File: src/rtl/riscv_pkg.sv
// Shared RISC-V platform constants: CLINT register offsets, reset values and payload types.
package riscv_pkg;

    localparam int unsigned CLINT_ADDR_W = 16;
    localparam int unsigned CLINT_DATA_W = 32;
    localparam int unsigned MTIME_W      = 64;

    localparam logic [CLINT_ADDR_W-1:0] CLINT_MSIP_OFF        = 16'h0000;
    localparam logic [CLINT_ADDR_W-1:0] CLINT_MTIMECMP_LO_OFF = 16'h4000;
    localparam logic [CLINT_ADDR_W-1:0] CLINT_MTIMECMP_HI_OFF = 16'h4004;
    localparam logic [CLINT_ADDR_W-1:0] CLINT_MTIME_LO_OFF    = 16'hBFF8;
    localparam logic [CLINT_ADDR_W-1:0] CLINT_MTIME_HI_OFF    = 16'hBFFC;

    localparam logic [MTIME_W-1:0] MTIMECMP_RST = 64'hFFFF_FFFF_FFFF_FFFF;

    typedef enum logic [2:0] {
        REG_MSIP,
        REG_CMP_LO,
        REG_CMP_HI,
        REG_TIME_LO,
        REG_TIME_HI,
        REG_NONE
    } clint_reg_e;

    typedef struct packed {
        logic [CLINT_DATA_W-1:0] rdata;
        logic                    err;
    } clint_rsp_t;

    // Word-aligned decode; byte-offset bits [1:0] never select a register.
    function automatic clint_reg_e clint_decode(input logic [CLINT_ADDR_W-1:0] addr);
        logic [CLINT_ADDR_W-1:0] word;
        word = addr & ~CLINT_ADDR_W'(3);
        case (word)
            CLINT_MSIP_OFF:        return REG_MSIP;
            CLINT_MTIMECMP_LO_OFF: return REG_CMP_LO;
            CLINT_MTIMECMP_HI_OFF: return REG_CMP_HI;
            CLINT_MTIME_LO_OFF:    return REG_TIME_LO;
            CLINT_MTIME_HI_OFF:    return REG_TIME_HI;
            default:               return REG_NONE;
        endcase
    endfunction

endpackage

File: src/rtl/sync_2ff.sv
// Two-flop synchroniser for asynchronous level inputs; resets to zero.
module sync_2ff #(
    parameter int unsigned WIDTH = 1
) (
    input  logic             clk,
    input  logic             rst,
    input  logic [WIDTH-1:0] i_d,
    output logic [WIDTH-1:0] o_q
);

    logic [WIDTH-1:0] r_meta;
    logic [WIDTH-1:0] r_sync;

    always_ff @(posedge clk or posedge rst) begin
        if (rst) begin
            r_meta <= '0;
            r_sync <= '0;
        end else begin
            r_meta <= i_d;
            r_sync <= r_meta;
        end
    end

    assign o_q = r_sync;

endmodule

File: src/rtl/clint.sv
// Core-local interruptor: msip, prescaled 64-bit mtime/mtimecmp, timer/soft/external irq outputs.
module clint
    import riscv_pkg::*;
#(
    parameter int unsigned PRESCALE = 1
) (
    input  logic                    clk,
    input  logic                    reset,
    input  logic                    req_valid,
    output logic                    req_ready,
    input  logic                    req_we,
    input  logic [CLINT_ADDR_W-1:0] req_addr,
    input  logic [CLINT_DATA_W-1:0] req_wdata,
    output logic                    rsp_valid,
    output logic [CLINT_DATA_W-1:0] rsp_rdata,
    output logic                    rsp_err,
    input  logic                    extern_irq_async,
    output logic                    extern_irq,
    output logic                    soft_irq,
    output logic                    timer_irq
);

    localparam int unsigned            PRESC_W    = 8;
    localparam logic [PRESC_W-1:0]     PRESC_LAST = PRESC_W'(PRESCALE - 1);

    logic                 w_accept;
    logic                 w_wr;
    logic                 w_tick;
    clint_reg_e           w_reg;
    clint_rsp_t           w_rsp;
    logic [MTIME_W-1:0]   w_mtime_nxt;
    logic [PRESC_W-1:0]   w_presc_nxt;

    logic                 r_rsp_valid;
    clint_rsp_t           r_rsp;
    logic [MTIME_W-1:0]   r_mtime;
    logic [MTIME_W-1:0]   r_mtimecmp;
    logic [PRESC_W-1:0]   r_presc;
    logic                 r_msip;
    logic                 r_timer_irq;

    assign req_ready = ~r_rsp_valid;
    assign w_accept  = req_valid & ~r_rsp_valid;
    assign w_wr      = w_accept & req_we;
    assign w_reg     = clint_decode(req_addr);
    assign w_tick    = (r_presc == PRESC_LAST);

    // Response payload from pre-update register values; writes return zero data.
    always_comb begin
        w_rsp = '0;
        case (w_reg)
            REG_MSIP:    w_rsp.rdata = {{(CLINT_DATA_W-1){1'b0}}, r_msip};
            REG_CMP_LO:  w_rsp.rdata = r_mtimecmp[31:0];
            REG_CMP_HI:  w_rsp.rdata = r_mtimecmp[63:32];
            REG_TIME_LO: w_rsp.rdata = r_mtime[31:0];
            REG_TIME_HI: w_rsp.rdata = r_mtime[63:32];
            default:     w_rsp.err   = 1'b1;
        endcase
        if (req_we) begin
            w_rsp.rdata = '0;
        end
    end

    // A software write to either mtime half pre-empts the tick and restarts the prescaler.
    always_comb begin
        w_mtime_nxt = r_mtime;
        w_presc_nxt = r_presc + PRESC_W'(1);
        if (w_wr && (w_reg == REG_TIME_LO)) begin
            w_mtime_nxt[31:0] = req_wdata;
            w_presc_nxt       = '0;
        end else if (w_wr && (w_reg == REG_TIME_HI)) begin
            w_mtime_nxt[63:32] = req_wdata;
            w_presc_nxt        = '0;
        end else if (w_tick) begin
            w_mtime_nxt = r_mtime + 64'd1;
            w_presc_nxt = '0;
        end
    end

    always_ff @(posedge clk or posedge reset) begin
        if (reset) begin
            r_rsp_valid <= 1'b0;
            r_rsp       <= '0;
            r_mtime     <= '0;
            r_presc     <= '0;
            r_mtimecmp  <= MTIMECMP_RST;
            r_msip      <= 1'b0;
            r_timer_irq <= 1'b0;
        end else begin
            r_rsp_valid <= w_accept;
            r_rsp       <= w_accept ? w_rsp : '0;
            r_mtime     <= w_mtime_nxt;
            r_presc     <= w_presc_nxt;
            r_timer_irq <= (r_mtime >= r_mtimecmp);
            if (w_wr) begin
                case (w_reg)
                    REG_MSIP:   r_msip             <= req_wdata[0];
                    REG_CMP_LO: r_mtimecmp[31:0]   <= req_wdata;
                    REG_CMP_HI: r_mtimecmp[63:32]  <= req_wdata;
                    default:    ;
                endcase
            end
        end
    end

    sync_2ff #(
        .WIDTH(1)
    ) u_ext_sync (
        .clk (clk),
        .rst (reset),
        .i_d (extern_irq_async),
        .o_q (extern_irq)
    );

    assign rsp_valid = r_rsp_valid;
    assign rsp_rdata = r_rsp.rdata;
    assign rsp_err   = r_rsp.err;
    assign soft_irq  = r_msip;
    assign timer_irq = r_timer_irq;

endmodule
File: config.mk
export PLATFORM = sky130hd
export DESIGN_NAME = clint
export DESIGN_NICKNAME = d
export VERILOG_FILES = /design/src/rtl/riscv_pkg.sv /design/src/rtl/sync_2ff.sv /design/src/rtl/clint.sv
export SDC_FILE = /design/constraint.sdc
export NUM_CORES = 1
export LEC_CHECK = 0
export CAP_MARGIN = 20
export CORE_UTILIZATION = 29
export DETAILED_ROUTE_END_ITERATION = 6
export MAX_ROUTING_LAYER = met4
export PLACE_DENSITY = 0.49
export SYNTH_ARGS = -nofsm -noshare
export SYNTH_HDL_FRONTEND = slang
export SYNTH_HIERARCHICAL = 1
export SYNTH_SLANG_ARGS = --single-unit
File: constraint.sdc
create_clock -name clk -period 14.8 [get_ports clk]
set_clock_uncertainty 0.1 [all_clocks]
set_input_delay 1.48 -clock clk [delete_from_list [all_inputs] [get_ports clk]]
set_output_delay 1.48 -clock clk [all_outputs]
set_load 0.01 [all_outputs]
==> summary.txt, run 1 <==
Status - finished, final reports clean
Total Wirelength - 32,000 um
Die Y - 191 um
Slew margin rel. - 36.0%
HP Class - flop to flop
Clock tree from TritonCTS - done
Final setup TNS - 0 ns
Ports - 91
Pre-Repair DR Iteration Count - 7
Leak - 0.00508 uW
Synth cell count leaders - nand2_1, dfrtp_1, o21ai_0, inv_1, nor2_1
Post-synth ARST share - 100%
Ratio of final minimum period to clock period - 32.7%
Fraction of layout cells with a size suffix above 1 - 17.1%
Die X - 191 um
Max Buffers Root-to-Sink - 2
Core region area - 35,400 um2
Bufs and invs on worst path - 2
Top cell type's share of synthesized area - 26.5%
Largest net degree at the start of global routing - 102
# DRC - 0
Power density of the placed cells - 83.9 nW/um2
CTS Buf Count - 17
Post-synthesis register bit count - 174
Initial antenna violation count - 0
Site Rows - 69
Setup violators final - 0
Kind of critical path - primary input to flop
GRT Overall Usage - 18.8%
Max_cap viols - 0
Post-route cell area - 12,300 um2
I/O Buffers - 88
Post-synthesis sequential area ratio - 42.6%
GPL Wtd Cong - 0.856
Cell accounting for the most synthesized area - dfrtp_1
Period minus WS final - 4.83 ns
Post-Syn Nets - 1,219
1st-iter DRT viols - 700
PostCTS Resize Cnt - 0
Worst-path cell chain - clkdlybuf4s50_1 > nor4_1 > nand3_1 > nor2_1 > and2_2 > nand2_1 > buf_4 > mux2_2
CTS Root Cell - clkbuf_16
Crit. End Element - flop
Post-route ant nets - 0
Clk_lat worst skew - 0.45 ns
Slew @ Worst Pin - 0.960 ns
H-tree depth - 4
Final Hold Vio Count - 0
Hold_buf cts - 0
CP max FO - 32
Yosys cell types - 75
DR WL/cell - 19.5 um
Crit-path slowest cell - and2_2
Synthesized cell area - 10,400 um2
Synth Area per Inst - 9.47 um2
Number of synthesized flops with an enable pin - 0
Dominant cells by area after synthesis - dfrtp_1, dfstp_2, ha_1, mux2_2, o21ai_0
Clock Pin Slew Worst Setup and Hold Paths - 0.07 ns
Inserted Diodes - 0
Post-CTS Setup Inserts - 0
Critical path's largest stage delay - 0.77 ns
Number of global-route vias before repair - 8,689
Worst EP arrival - 5.11 ns
Fmax - 0.207 GHz
Final slew viol count - 0
Final nets - 1,284
CP delay by family, top - simple AND/OR/NAND/NOR gates
Synth Warn # - 6
Worst endpoint required time - 15.07 ns
Die area - 36,600 um2
Most frequent cell after synthesis - nand2_1
Gr ovfl total - 0
Vias after detailed routing - 8,592
Sink Count - 174
Maximum vdd ir drop - 0.0000802 V
Unrepaired setup endpoints after global routing - false
Area post-placement - 11,700 um2
Most used DFF post-synth - dfrtp_1
Starting Density - 29.4%
CP startpoint kind - primary input
Global-route wire length before repair - 51,000 um
Via/cell ratio - 5.25
Area growth syn-to-layout - 18.0%
Cells after synthesis - 1,099
DPL Wire Length - 22,500 um
==> placed cells by master (no fill, tap or decap), types with 4 or more instances in the layout <==
cell type | Yosys | routed
o22a_1 | 4 | 4
clkinv_4 | 0 | 5
and3_1 | 12 | 12
o22ai_1 | 7 | 7
ha_1 | 67 | 67
inv_1 | 79 | 78
xor2_1 | 25 | 25
nand4_1 | 30 | 30
or4_1 | 5 | 5
clkbuf_16 | 0 | 17
nand3_1 | 59 | 58
a222oi_1 | 31 | 31
mux2_2 | 62 | 62
a21oi_1 | 48 | 47
o21ai_0 | 98 | 98
inv_6 | 0 | 5
dfrtp_1 | 110 | 110
a31oi_1 | 4 | 4
and4_1 | 4 | 4
nor3_1 | 17 | 15
buf_4 | 1 | 14
nor4_1 | 13 | 13
or3_1 | 5 | 5
a2bb2oi_1 | 4 | 4
nor2_1 | 72 | 71
dfstp_2 | 64 | 64
nand2_1 | 127 | 127
a211oi_1 | 4 | 4
o211ai_1 | 7 | 7
xnor2_1 | 12 | 12
clkdlybuf4s50_1 | 0 | 87
a22oi_1 | 8 | 8
==> flip-flops by register name, summed over array words and instances, names as in the netlist <==
signal and cells:
u_ext_sync/o_q 1, u_ext_sync/r_meta 1, timer_irq 1, soft_irq 1
r_mtime 64, r_presc 8, r_mtimecmp 64, rsp_rdata 32
rsp_err 1, rsp_valid 1
==> logic make-up (layout without fill, tap and decap cells) <==
| family | after synthesis | after routing | synth area share [%] |
|---|---|---|---|
| compound gates | 247 | 247 | 15.6 |
| xor+xnor | 37 | 37 | 3.11 |
| fa+ha+maj | 67 | 67 | 8.06 |
| buf+inv | 136 | 213 | 5.83 |
| flops | 174 | 174 | 42.6 |
| mux | 65 | 65 | 7.00 |
| simple gates | 373 | 373 | 17.8 |
==> area by class of cell <==
cell class                      instances  area [um2]
Tap cell                              461         577
Clock buffer                           17         425
Clock inverter                         14         135
Fill cell                            3657       23100
Timing Repair Buffer                  103         996
Sequential cell                       174        4430
Inverter                               79         304
Multi-Input combinational cell        789        5410
==> metrics by stage <==
step / util [%] / worst slack [ns] / hold WS, ns / cells / power (uW)
2_1_floorplan: - / 8.67 / 0.231 / 1099 / 548
3_3_place_gp: 33.1 / 9.43 / 0.239 / 1605 / 589
3_5_place_dp: 33.1 / 9.41 / 0.240 / 1606 / 590
4_1_cts: 34.7 / 9.89 / 0.257 / 1637 / 1040
5_1_grt: 34.7 / 9.61 / 0.281 / 1637 / 1070
6_report: 34.7 / 9.97 / 0.260 / 1637 / 1030
==> path summary, 6_finish.rpt <==
| path | startpoint | to | slack (ns) | cells past startpoint |
|---|---|---|---|---|
| max reg2reg | r_mtime[0] | r_mtime[62] | 11.73 | 6 |
| min in group asynchronous | reset | u_ext_sync/o_q | 1.24 | 2 |
| min reg2reg | u_ext_sync/r_meta | u_ext_sync/o_q | 0.26 | 0 |
| max in group asynchronous | reset | r_mtime[6] | 11.64 | 3 |
| min | u_ext_sync/r_meta | u_ext_sync/o_q | 0.26 | 0 |
| max | req_addr[3] | r_mtimecmp[18] | 9.97 | 8 |
==> where the power goes <==
group	internal [uW]	switching [uW]
sequential	485	14.4
combinational	37.6	45.6
clock	234	213
==> routing by layer <==
layer	share of wire (%)	wire, um	vias up	GRT usage, %
met2	47	15100	190	29.9
li1	-	-	4135	-
met1	48	15300	4242	25.4
met5	0	0	-	-
met3	3.9	1250	25	2.46
met4	1.2	384	0	4.21
Note: power is estimated with default switching activity, not from simulation.
==> run 2: changes to the inputs <==
==> constraint.sdc (replaced) <==
create_clock -name clk -period 4.9 [get_ports clk]
set_clock_uncertainty 0.1 [all_clocks]
set_input_delay 0.49 -clock clk [delete_from_list [all_inputs] [get_ports clk]]
set_output_delay 0.49 -clock clk [all_outputs]
set_load 0.01 [all_outputs]
==> summary.txt, run 2 (synthesis gave the netlist of run 1 again) <==
Status - finished, final reports clean (unchanged)
Clock tree from TritonCTS - done (unchanged)
Kind of critical path - flop to flop (was primary input to flop)
Fraction of layout cells with a size suffix above 1 - 17.3% (was 17.1%)
Slew @ Worst Pin - 1.02 ns (was 0.960 ns)
Setup violators final - 0 (unchanged)
Post-CTS Setup Inserts - 0 (unchanged)
CP startpoint kind - flop (was primary input)
Die Y - 191 um (unchanged)
Bufs and invs on worst path - 0 (was 2)
Max Buffers Root-to-Sink - 2 (unchanged)
Core region area - 35,400 um2 (unchanged)
Most frequent CP cell - nand3_1
Die area - 36,600 um2 (unchanged)
Starting Density - 29.4% (unchanged)
Inserted Diodes - 0 (unchanged)
Final nets - 1,288 (was 1,284)
Power density of the placed cells - 257 nW/um2 (was 83.9 nW/um2)
Ratio of final minimum period to clock period - 63.4%
CP delay by family, top - simple AND/OR/NAND/NOR gates (unchanged)
Leak - 0.00512 uW (was 0.00508 uW)
DR WL/cell - 19.6 um (was 19.5 um)
Leading cell type in the layout, fill and taps excluded - nand2_1 (unchanged)
Die X - 191 um (unchanged)
I/O Buffers - 88 (unchanged)
PostCTS Resize Cnt - 0 (unchanged)
Number of global-route vias before repair - 8,668 (was 8,689)
Max_cap viols - 0 (unchanged)
Worst-path cell chain - ha_1 > and3_1 > and3_2 > nand3_1 > or4_1 > nand3_1 (was clkdlybuf4s50_1 > nor4_1 > nand3_1 > nor2_1 > and2_2 > nand2_1 > buf_4 > mux2_2)
Sink Count - 174 (unchanged)
Maximum vdd ir drop - 0.000233 V (was 0.0000802 V)
Clk_lat worst skew - 0.45 ns (about the same)
Vias after detailed routing - 8,700 (was 8,592)
Area growth syn-to-layout - 18.8% (was 18.0%)
Fmax - 0.322 GHz
Slew margin rel. - 31.2% (was 36.0%)
H-tree depth - 4 (unchanged)
GPL Wtd Cong - 0.847 (was 0.856)
CTS Root Cell - clkbuf_16 (unchanged)
Pre-Repair DR Iteration Count - 6 (was 7)
Largest net degree at the start of global routing - 102 (unchanged)
Unrepaired setup endpoints after global routing - false (unchanged)
CP max FO - 11 (was 32)
Site Rows - 69 (unchanged)
Critical path's largest stage delay - 0.57 ns (was 0.77 ns)
Worst EP arrival - 3.38 ns (was 5.11 ns)
HP Class - primary input to async pin (was flop to flop)
CTS Buf Count - 17 (unchanged)
Net Sw Power - 816 uW (was 273 uW)
Hold_buf cts - 0 (unchanged)
Worst r2r dst - r_mtime[56] (was r_mtime[62])
R2r setup slk - 1.79 ns (was 11.73 ns)
Most frequent cells in the layout - nand2_1, dfrtp_1, o21ai_0, clkdlybuf4s50_1, inv_1 (unchanged)
Post-route ant nets - 0 (unchanged)
Gate power share - 7.8% (was 8.1%)
GRT Overall Usage - 18.9% (was 18.8%)
Ports - 91 (unchanged)
Worst r2r path cells - 6 (unchanged)
Period minus WS final - 3.11 ns
Post-Route Utilization - 34.9% (was 34.7%)
1st-iter DRT viols - 629 (was 700)
Total Wirelength - 32,200 um (was 32,000 um)
# DRC - 0 (unchanged)
Clock share of power - 44.6% (was 43.4%)
Final slew viol count - 0 (unchanged)
Via/cell ratio - 5.30 (was 5.25)
Crit. End Element - flop (unchanged)
Gr ovfl total - 0 (unchanged)
Initial antenna violation count - 0 (unchanged)
Worst endpoint required time - 5.17 ns (was 15.07 ns)
Share of power burned in registers - 47.6% (was 48.5%)
Crit-path slowest cell - or4_1 (was and2_2)
DPL Wire Length - 22,800 um (was 22,500 um)
Final setup TNS - 0 ns (unchanged)
Final Hold Vio Count - 0 (unchanged)
Sw Ratio - 25.7% (was 26.5%)
Int Power - 2360 uW (was 757 uW)
Clock Pin Slew Worst Setup and Hold Paths - 0.07 ns (about the same)
RR Startpoint - r_mtime[0] (unchanged)
Global-route wire length before repair - 51,500 um (was 51,000 um)
-- run 2: how the worst max path moves through the flow --
stage	slack (ns)	from	to	depth (start not counted)
4_1_cts	1.82	r_mtime[0]	r_mtime[62]	6
2_1_floorplan	2.17	reset	r_mtime[0]	1
3_5_place_dp	1.38	req_addr[14]	r_mtime[55]	8
6_report	1.79	r_mtime[0]	r_mtime[56]	6
3_3_place_gp	1.40	req_addr[14]	r_mtime[55]	8
5_1_grt	1.56	req_addr[3]	r_mtimecmp[19]	8
-- run 2: through the flow --
step	instances	power, uW	hold slack [ns]	setup slack, ns	area [um2]
finish	1642	3170	0.203	1.79	12400
global route	1642	3300	0.206	1.56	12400
CTS	1642	3230	0.188	1.82	12400
detailed placement	1610	1790	0.260	1.38	11800
global placement	1610	1780	0.241	1.40	11800
floorplan	1099	1660	0.131	2.17	10400
-- run 2: layer usage --
metal	vias to the layer above	global-route usage (%)	wire (um)
li1	4149	-	-
met1	4312	25.9	15300
met2	221	29.7	15200
met3	18	2.46	1390
met4	0	4.06	358
met5	-	-	0
-- run 2: cell type report --
class / count / area [um2]
clock inverter: 13 / 155
sequential: 174 / 4430
tap: 461 / 577
fill: 3659 / 23000
multi-input combinational: 789 / 5410
inverter: 79 / 300
clock buffer: 19 / 443
timing repair buffer: 107 / 1040
-- run 2: power by group through the flow --
| stage | combinational [uW] | sequential [uW] | clock (uW) |
|---|---|---|---|
| 2_1_floorplan | 134 | 1520 | 0 |
| 3_3_place_gp | 250 | 1530 | 0 |
| 3_5_place_dp | 252 | 1530 | 0 |
| 4_1_cts | 254 | 1510 | 1460 |
| 5_1_grt | 278 | 1520 | 1510 |
| 6_report | 248 | 1510 | 1410 |
==> run 3: changes to the inputs <==
==> constraint.sdc (replaced) <==
create_clock -name clk -period 3 [get_ports clk]
set_clock_uncertainty 0.1 [all_clocks]
set_input_delay 0.3 -clock clk [delete_from_list [all_inputs] [get_ports clk]]
set_output_delay 0.3 -clock clk [all_outputs]
set_load 0.01 [all_outputs]
==> summary.txt, run 3 (synthesis gave the netlist of run 1 again) <==
Largest net degree at the start of global routing - 89 (was 102)
Post-Layout Cell Count - 1,691 (was 1,642)
Most frequent cells in the layout - nand2_1, dfrtp_1, o21ai_0, clkdlybuf4s50_1, inv_1 (unchanged)
Ratio of final minimum period to clock period - 90.3% (was 63.4%)
CP startpoint kind - flop (unchanged)
Clock tree from TritonCTS - done (unchanged)
Clk_lat worst skew - 0.45 ns (about the same)
Fill cells - 3,641 (was 3,659)
GPL Wtd Cong - 0.883 (was 0.847)
Setup violators final - 0 (unchanged)
Max_cap viols - 0 (unchanged)
CP max FO - 3 (was 11)
DPL Wire Length - 23,600 um (was 22,800 um)
Sink Count - 174 (unchanged)
Worst endpoint required time - 3.23 ns (was 5.17 ns)
Kind of critical path - flop to flop (unchanged)
Gr ovfl total - 0 (unchanged)
Number of global-route vias before repair - 9,002 (was 8,668)
Slew @ Worst Pin - 0.721 ns (was 1.02 ns)
1st-iter DRT viols - 604 (was 629)
Worst EP arrival - 2.93 ns (was 3.38 ns)
H-tree depth - 4 (unchanged)
Leading cell type in the layout, fill and taps excluded - nand2_1 (unchanged)
Vias after detailed routing - 8,882 (was 8,700)
Slew margin rel. - 51.9% (was 31.2%)
Pre-Repair DR Iteration Count - 5 (was 6)
Period minus WS final - 2.71 ns (was 3.11 ns)
Core region area - 35,400 um2 (unchanged)
GRT Overall Usage - 19.3% (was 18.9%)
Final nets - 1,338 (was 1,288)
Leak - 0.00537 uW (was 0.00512 uW)
Dpl cells - 1,658 (was 1,610)
Multi-input logic area - 5400 um2 (was 5410 um2)
Site Rows - 69 (unchanged)
Fmax - 0.369 GHz (was 0.322 GHz)
Maximum vdd ir drop - 0.000400 V (was 0.000233 V)
Global-route wire length before repair - 52,500 um (was 51,500 um)
DR WL/cell - 19.3 um (was 19.6 um)
PostCTS Resize Cnt - 0 (unchanged)
Final setup TNS - 0 ns (unchanged)
Max Buffers Root-to-Sink - 2 (unchanged)
FF+latch area - 4430 um2 (unchanged)
Starting Density - 29.4% (unchanged)
Post-Route Utilization - 36.1% (was 34.9%)
Die X - 191 um (unchanged)
Inserted Diodes - 0 (unchanged)
Power density of the placed cells - 405 nW/um2 (was 257 nW/um2)
Fraction of layout cells with a size suffix above 1 - 20.5% (was 17.3%)
CTS Root Cell - clkbuf_16 (unchanged)
Via/cell ratio - 5.25 (was 5.30)
Area growth syn-to-layout - 22.6% (was 18.8%)
Initial antenna violation count - 0 (unchanged)
Final Hold Vio Count - 0 (unchanged)
I/O Buffers - 88 (unchanged)
Post-route ant nets - 0 (unchanged)
CTS Buf Count - 17 (unchanged)
Crit. End Element - flop (unchanged)
Status - finished, final reports clean (unchanged)
# DRC - 0 (unchanged)
Die area - 36,600 um2 (unchanged)
Ports - 91 (unchanged)
Total power - 5170 uW (was 3170 uW)
HP Class - primary input to flop (was primary input to async pin)
Die Y - 191 um (unchanged)
Total Wirelength - 32,700 um (was 32,200 um)
Final slew viol count - 0 (unchanged)
Clock Pin Slew Worst Setup and Hold Paths - 0.07 ns (about the same)
==> run 3: cell count changes in the layout (fill, tap and decap cells not counted), sizes merged <==
cell         delta
clkinv          -1
inv             -2
buf            +49
dlygate4sd3     +1
clkinvlp        +3
clkbuf          -1
==> run 3: layer usage <==
metal	global-route usage [%]	routed length [um]	vias up
met1	25.6	15500	4370
met4	5.16	494	0
met3	2.79	1410	38
met2	30.7	15300	221
met5	-	0	-
li1	-	-	4253
==> run 3: final cells by class <==
type	count	share of cell area [%]
clock buffer	18	3.44
clock inverter	13	1.10
inverter	79	2.35
multi-input combinational	789	42.3
sequential	174	34.7
tap	461	4.52
timing repair buffer	157	11.5
==> run 3: worst max-delay path: stages, from the launching register on <==
cell and delay [ns]:
dfstp_2 0.54, inv_1 0.06, ha_1 0.31, nand3_1 0.11
nor3_1 0.15, buf_4 0.16, nand2_1 0.10, nor4_1 0.46
buf_4 0.19, nand4_1 0.09, o211ai_1 0.30
==> run 3: timing repair <==
action | 4_1_cts | 5_1_grt
hold buffers | 1 | 0
endpoints found under the hold margin | 2 | 0
buffers inserted | 0 | 1
endpoints found under the setup margin | 0 | 6
==> run 3: where the power goes <==
part           switching (uW)  total [uW]  internal [uW]
clock network            1020        2260           1250
registers                55.1        2450           2390
logic                     241         457            217
==> run 3: through the flow <==
step	cell area, um2	hold WS, ns	worst slack (ns)
3_5_place_dp	12200	0.243	0.0454
5_1_grt	12800	0.191	-0.0344
6_report	12800	0.203	0.292
4_1_cts	12800	0.186	0.263
3_3_place_gp	12100	0.240	-0.0466
2_1_floorplan	10400	-0.0588	0.456
==> run 3: final timing paths <==
kind / startpoint / end / slack [ns] / cells past startpoint
max reg2reg: r_mtimecmp[60] / timer_irq / 0.29 / 10
max in group asynchronous: reset / r_mtimecmp[18] / 1.51 / 4
min in group asynchronous: reset / u_ext_sync/o_q / 0.55 / 3
min: extern_irq_async / u_ext_sync/r_meta / 0.20 / 1
max: r_mtimecmp[60] / timer_irq / 0.29 / 10
min reg2reg: u_ext_sync/r_meta / u_ext_sync/o_q / 0.26 / 0
